$ cat config.mk
export PLATFORM = sky130hd
export DESIGN_NAME = trig_pulse_sched
export DESIGN_NICKNAME = d
export VERILOG_FILES = /design/src/rtl/trig_pulse_sched.sv
export SDC_FILE = /design/constraint.sdc
export NUM_CORES = 2
export LEC_CHECK = 0
export BUFFER_PORTS_ARGS = -buffer_cell sky130_fd_sc_hd__buf_4
export CORE_UTILIZATION = 32
export DETAILED_ROUTE_END_ITERATION = 6
export GPL_ROUTABILITY_DRIVEN = 0
export HOLD_SLACK_MARGIN = 0.08
export PLACE_DENSITY_LB_ADDON = 0.15
export SETUP_SLACK_MARGIN = 0.5
export SYNTH_ARGS = -nofsm -noshare
export SYNTH_HDL_FRONTEND = slang
export SYNTH_SLANG_ARGS = --single-unit
$ cat constraint.sdc
create_clock -name clk_sys_i -period 19.4 [get_ports clk_sys_i]
set_input_delay 1.94 -clock clk_sys_i [delete_from_list [all_inputs] [get_ports clk_sys_i]]
set_output_delay 1.94 -clock clk_sys_i [all_outputs]
set_load 0.01 [all_outputs]
$ cat src/rtl/trig_pulse_sched.sv
// Multi-channel timestamp-driven pulse scheduler: 2-stage delay adder, per-channel due-time FIFOs and pulse generators.
// Define TRIG_SCHED_STATS_EN to build the per-channel fired/missed/overflow statistics counters.
module trig_pulse_sched #(
    parameter int g_num_channels   = 4,
    parameter int g_fifo_depth     = 16,
    parameter int g_coarse_bits    = 28,
    parameter int g_cycles_per_sec = 125000000,
    parameter int g_width_bits     = 8
) (
    input  logic                                                            clk_sys_i,
    input  logic                                                            rst_i,
    input  logic [g_coarse_bits-1:0]                                        tm_cycles_i,
    input  logic                                                            tm_valid_i,
    input  logic                                                            trig_valid_i,
    input  logic [((g_num_channels > 1) ? $clog2(g_num_channels) : 1)-1:0] trig_ch_i,
    input  logic [g_coarse_bits-1:0]                                        trig_cycles_i,
    input  logic [g_num_channels-1:0]                                       enable_i,
    input  logic [g_num_channels*g_coarse_bits-1:0]                         delay_i,
    input  logic [g_num_channels*g_width_bits-1:0]                          width_i,
    output logic [g_num_channels-1:0]                                       pulse_o,
    output logic [g_num_channels-1:0]                                       fifo_full_o,
    input  logic                                                            stat_clr_i,
    output logic [g_num_channels*16-1:0]                                    stat_fired_o,
    output logic [g_num_channels*16-1:0]                                    stat_missed_o,
    output logic [g_num_channels*16-1:0]                                    stat_ovf_o
);
    localparam int              CH_W   = (g_num_channels > 1) ? $clog2(g_num_channels) : 1;
    localparam int              AW     = $clog2(g_fifo_depth);
    localparam int              CB     = g_coarse_bits;
    localparam logic [CB:0]     CPS    = (CB+1)'(g_cycles_per_sec);
    localparam logic [CB:0]     HALF   = CPS >> 1;
    localparam logic [AW:0]     DEPTH  = (AW+1)'(g_fifo_depth);
    localparam logic [CH_W:0]   NUM_CH = (CH_W+1)'(g_num_channels);

    logic [CB-1:0]           delay_s [g_num_channels];
    logic [g_width_bits-1:0] width_s [g_num_channels];
    logic                    ch_ok_s;
    logic                    s1_vld_r;
    logic [CH_W-1:0]         s1_ch_r;
    logic [CB:0]             s1_sum_r;
    logic [CB-1:0]           s2_due_s;
    logic                    s2_vld_r;
    logic [CH_W-1:0]         s2_ch_r;
    logic [CB-1:0]           s2_due_r;

    assign ch_ok_s = ({1'b0, trig_ch_i} < NUM_CH);

    // Ingress stage 1: qualify the strobe and add the channel's coarse delay
    always_ff @(posedge clk_sys_i) begin
        if (rst_i) begin
            s1_vld_r <= 1'b0;
            s1_ch_r  <= {CH_W{1'b0}};
            s1_sum_r <= {(CB+1){1'b0}};
        end else begin
            s1_vld_r <= trig_valid_i && ch_ok_s && enable_i[trig_ch_i];
            s1_ch_r  <= trig_ch_i;
            s1_sum_r <= {1'b0, trig_cycles_i} + {1'b0, delay_s[trig_ch_i]};
        end
    end

    // Fold the sum back into the current second
    always_comb begin
        if (s1_sum_r >= CPS) begin
            s2_due_s = CB'(s1_sum_r - CPS);
        end else begin
            s2_due_s = s1_sum_r[CB-1:0];
        end
    end

    // Ingress stage 2: holds the due time for the push; a channel disabled meanwhile loses it
    always_ff @(posedge clk_sys_i) begin
        if (rst_i) begin
            s2_vld_r <= 1'b0;
            s2_ch_r  <= {CH_W{1'b0}};
            s2_due_r <= {CB{1'b0}};
        end else begin
            s2_vld_r <= s1_vld_r && enable_i[s1_ch_r];
            s2_ch_r  <= s1_ch_r;
            s2_due_r <= s2_due_s;
        end
    end

`ifndef TRIG_SCHED_STATS_EN
    logic stat_clr_unused_s;
    assign stat_clr_unused_s = stat_clr_i;
`endif

    for (genvar c = 0; c < g_num_channels; c++) begin : g_ch
        localparam logic [CH_W-1:0] MY_CH = CH_W'(c);

        logic [CB-1:0]           mem_r [g_fifo_depth];
        logic [AW-1:0]           wr_ptr_r;
        logic [AW-1:0]           rd_ptr_r;
        logic [AW:0]             count_r;
        logic [AW:0]             count_s;
        logic                    full_r;
        logic                    full_s;
        logic                    push_req_s;
        logic                    push_s;
        logic                    pop_s;
        logic                    fire_s;
        logic                    late_s;
        logic [CB-1:0]           head_s;
        logic [CB:0]             diff_s;
        logic [g_width_bits-1:0] wlen_s;
        logic [g_width_bits-1:0] cnt_r;
        logic [g_width_bits-1:0] cnt_s;
        logic                    pulse_r;

        assign delay_s[c]  = delay_i[c*CB +: CB];
        assign width_s[c]  = width_i[c*g_width_bits +: g_width_bits];
        assign full_s      = (count_r == DEPTH);
        assign push_req_s  = s2_vld_r && (s2_ch_r == MY_CH) && enable_i[c];
        assign push_s      = push_req_s && !full_s;
        assign pop_s       = fire_s || late_s;
        assign count_s     = count_r + {{AW{1'b0}}, push_s} - {{AW{1'b0}}, pop_s};
        assign pulse_o[c]     = pulse_r;
        assign fifo_full_o[c] = full_r;

        // Head classification: modular distance to the due time decides FIRE, LATE or WAIT
        always_comb begin
            head_s = mem_r[rd_ptr_r];
            fire_s = 1'b0;
            late_s = 1'b0;
            if (head_s >= tm_cycles_i) begin
                diff_s = {1'b0, head_s} - {1'b0, tm_cycles_i};
            end else begin
                diff_s = {1'b0, head_s} + CPS - {1'b0, tm_cycles_i};
            end
            if (enable_i[c] && tm_valid_i && (count_r != {(AW+1){1'b0}})) begin
                if (diff_s == {(CB+1){1'b0}}) begin
                    fire_s = 1'b1;
                end else if (diff_s > HALF) begin
                    late_s = 1'b1;
                end else begin
                    fire_s = 1'b0;
                end
            end else begin
                late_s = 1'b0;
            end
        end

        // FIFO storage, written on accepted pushes only
        always_ff @(posedge clk_sys_i) begin
            if (push_s) begin
                mem_r[wr_ptr_r] <= s2_due_r;
            end
        end

        // FIFO pointers; a disabled channel is held flushed
        always_ff @(posedge clk_sys_i) begin
            if (rst_i || !enable_i[c]) begin
                wr_ptr_r <= {AW{1'b0}};
                rd_ptr_r <= {AW{1'b0}};
                count_r  <= {(AW+1){1'b0}};
                full_r   <= 1'b0;
            end else begin
                if (push_s) begin
                    wr_ptr_r <= wr_ptr_r + AW'(1);
                end
                if (pop_s) begin
                    rd_ptr_r <= rd_ptr_r + AW'(1);
                end
                count_r <= count_s;
                full_r  <= (count_s == DEPTH);
            end
        end

        // Remaining pulse length; FIRE reloads it so a retrigger extends without a gap
        always_comb begin
            if (width_s[c] == {g_width_bits{1'b0}}) begin
                wlen_s = {{(g_width_bits-1){1'b0}}, 1'b1};
            end else begin
                wlen_s = width_s[c];
            end
            if (fire_s) begin
                cnt_s = wlen_s;
            end else if (cnt_r != {g_width_bits{1'b0}}) begin
                cnt_s = cnt_r - {{(g_width_bits-1){1'b0}}, 1'b1};
            end else begin
                cnt_s = {g_width_bits{1'b0}};
            end
        end

        // Pulse output register
        always_ff @(posedge clk_sys_i) begin
            if (rst_i || !enable_i[c]) begin
                cnt_r   <= {g_width_bits{1'b0}};
                pulse_r <= 1'b0;
            end else begin
                cnt_r   <= cnt_s;
                pulse_r <= (cnt_s != {g_width_bits{1'b0}});
            end
        end

`ifdef TRIG_SCHED_STATS_EN
        logic        ovf_s;
        logic [15:0] fired_r;
        logic [15:0] missed_r;
        logic [15:0] ovf_r;

        assign ovf_s = push_req_s && full_s;

        // Saturating event counters; clear wins over a same-cycle increment
        always_ff @(posedge clk_sys_i) begin
            if (rst_i || stat_clr_i) begin
                fired_r  <= 16'd0;
                missed_r <= 16'd0;
                ovf_r    <= 16'd0;
            end else begin
                if (fire_s && (fired_r != 16'hFFFF)) begin
                    fired_r <= fired_r + 16'd1;
                end
                if (late_s && (missed_r != 16'hFFFF)) begin
                    missed_r <= missed_r + 16'd1;
                end
                if (ovf_s && (ovf_r != 16'hFFFF)) begin
                    ovf_r <= ovf_r + 16'd1;
                end
            end
        end

        assign stat_fired_o[c*16 +: 16]  = fired_r;
        assign stat_missed_o[c*16 +: 16] = missed_r;
        assign stat_ovf_o[c*16 +: 16]    = ovf_r;
`else
        assign stat_fired_o[c*16 +: 16]  = 16'd0;
        assign stat_missed_o[c*16 +: 16] = 16'd0;
        assign stat_ovf_o[c*16 +: 16]    = 16'd0;
`endif
    end

endmodule

==> impl_metrics.ini <==
[run_status]
status = finished, final reports clean

[yosys]
synth_cell_types = 110
async_flop_share = 0
synth_edf_count = 1792
synth_seq_area_share = 0.597
ys_warn_count = 0
syn_avg_cell_area_um2 = 15.1
yosysTopAreaCell = edfxtp_1
ys.flop_type = edfxtp_1
synth.top_cell.area_share = 0.561
synth_area_leaders = edfxtp_1 (56%), mux4_2 (14%), ha_1 (4.6%)
syn-cell-area_um2 = 95900
ys_ff_latch = 1963
syn_inst = 6337

[clock_network]
ctsHoldBuffers = 0
cts_setup_buffers = 0
clk_path_buf_depth = 3
clk-insertion-delay-late_ns = 0.88
htreeDepth = 4
clockRootBuffer = clkbuf_16
cts_made_buffers = 212
clk_pin_slew_ns = 0.06
cts_tree = done
clock_sinks = 1963
cts_resized = 0

[min_path]
hold_path_class = reg -> reg

[grt]
grt_max_degree = 65
grt_pass1_wl_um = 413000
grt_pass1_vias = 57300
grt.overflow.total = 0
antenna_found_initial = 23
track_usage = 0.191

[flow_run]
maxCapViolCount = 0

[critical_path]
critical_path_class = reg -> reg
worstSetupEndpointType = register
cp_slowest_cell = a2111oi_0
worstPathRequired_ns = 20.19
path_max_fanout = 43
max_stage_delay_ns = 1.18
crit_path_frequent_cell = ha_1
critPathLaunchType = register
worst_ep_arrival_time_ns = 11.11

[sta]
finalSetupTns_ns = 0
slew_headroom = 0.0881
hold_viol_final = 0
fmax_mhz = 96.9
whs_ns = 0.428
post-route-period-util = 0.532
fin_worst_skew_ns = 0.0600
drv_slew = 0
tightest_slew_ns = 1.33
finalCriticalPeriod_ns = 10.32
rsz0062_at_grt = false
setup_viol = 0

[route]
dr_total_vias = 57200
drc = 0
viasPerCell = 5.29
postRouteWirelength_um = 292000
antenna_left = 0
drtPass1Iterations = 6
drtIter0Drc = 5489
wl_per_cell_um = 27.0

[power]
ir_worst_vdd_uv = 83.0
p_seq_frac = 0.473
clock_power_share = 0.401
swShare = 0.260
power_switching_w = 0.00268
power.density_nw_per_um2 = 94.4
p_leak_nw = 36.4
power_w = 0.0103
combPwrFrac = 0.126
p_int_w = 0.00764

[cells_and_area]
fin_nets = 7298
area_delta_synth_final_pct = 14.0
drive_gt1_frac = 0.212

[floorplanning]
rows = 200
die-area_um2 = 302000
core_area_um2 = 298000
fp.dieW_um = 549
die_h_um = 549
design.portCount = 411
start_util = 0.322

[placement]
port_buffers = 217
dp_hpwl_um = 179000
sequential cells by signal, summed over array words and instances, names as in the netlist, named ones only:
register       cells
s2_ch_r            2
s2_due_r          28
s2_vld_r           1
s1_ch_r            2
g_ch.cnt_r        32
g_ch.full_r        4
g_ch.wr_ptr_r     16
g_ch.mem_r      1792
g_ch.pulse_r       4
s1_vld_r           1
g_ch.count_r      20
g_ch.rd_ptr_r     16
s1_sum_r          29
cells in the final DEF, fill, tap and decap left out, types with 161 or more instances in the layout:
| cell | netlist | routed |
|---|---|---|
| mux4_2 | 588 | 588 |
| conb_1 | 1 | 192 |
| clkbuf_16 | 0 | 213 |
| nor2_1 | 285 | 261 |
| o21ai_0 | 161 | 161 |
| nand2_1 | 262 | 262 |
| inv_1 | 403 | 403 |
| buf_4 | 200 | 348 |
| edfxtp_1 | 1792 | 1792 |
| ha_1 | 350 | 350 |
| a21oi_1 | 259 | 259 |
power groups by stage:
stage / Combinational, W / Sequential [W] / Clock [W]
6_report: 0.00130 / 0.00488 / 0.00414
4_1_cts: 0.00130 / 0.00488 / 0.00424
3_3_place_gp: 0.00128 / 0.00497 / 0
3_5_place_dp: 0.00129 / 0.00497 / 0
2_1_floorplan: 0.000792 / 0.00503 / 0
5_1_grt: 0.00143 / 0.00488 / 0.00440
layer usage:
layer	GRT usage	wire, um	vias to the layer above
li1	-	-	25200
met1	0.266	130000	29800
met2	0.308	136000	1901
met3	0.0302	17600	331
met4	0.0525	7960	4
met5	0	21	-
stage by stage:
step                cells  worst slack (ns)  cell area (um^2)   util
CTS                 10800              9.09            109000  0.367
detailed placement  10400              9.07            102000  0.343
floorplan            6528             11.39             96600      -
global route        10800              8.41            109000  0.367
finish              10800              9.08            109000  0.368
global placement    10400              9.09            102000  0.343
cells in the mapped netlist, drive strengths merged, types with 132 or more instances:
master and instances:
edfxtp 1792, mux4 588, inv 404, ha 350, nor2 286, buf 281, nand2 262, a21oi 261
o21ai 172, dfxtp 171, clkbuf 137, xnor2 132
layout make-up:
class / instances / area, um^2
Antenna cell: 8 / 20.0
Clock buffer: 272 / 5660
Clock inverter: 129 / 1520
Fill cell: 27900 / 188000
Inverter: 404 / 1520
Multi-Input combinational cell: 3743 / 35800
Sequential cell: 1963 / 57300
Tap cell: 3939 / 4930
Timing Repair Buffer: 348 / 2610
cells by family after synthesis:
family	count (synthesis)	synth area share
buffers and inverters	822	0.0402
AOI/OAI and AO/OA	978	0.0705
other	1	0.0000391
xor gates and xnor gates	206	0.0189
and+or+nand+nor	1333	0.0728
DFF	1963	0.597
adders and majority gates	415	0.0592
muxes	619	0.141
worst paths after layout:
path	start	end	slack, ns	cells after the start
worst max register to register	register	g_ch[0].full_r	9.08	28
worst min register to register	s1_vld_r	s2_vld_r	0.43	2
worst min-delay path	s1_vld_r	s2_vld_r	0.43	2
worst max-delay path	register	g_ch[0].full_r	9.08	28
critical path, delay by kind of cell, from the launching register on:
kind	cells	cell delay, ns
flops	1	0.88
compound gates	7	2.41
mux	2	1.16
buf+inv	4	1.70
xor+xnor	1	0.21
simple gates	8	1.87
fa+ha+maj	6	1.96
No activity file was read; power rests on OpenSTA's default activity.
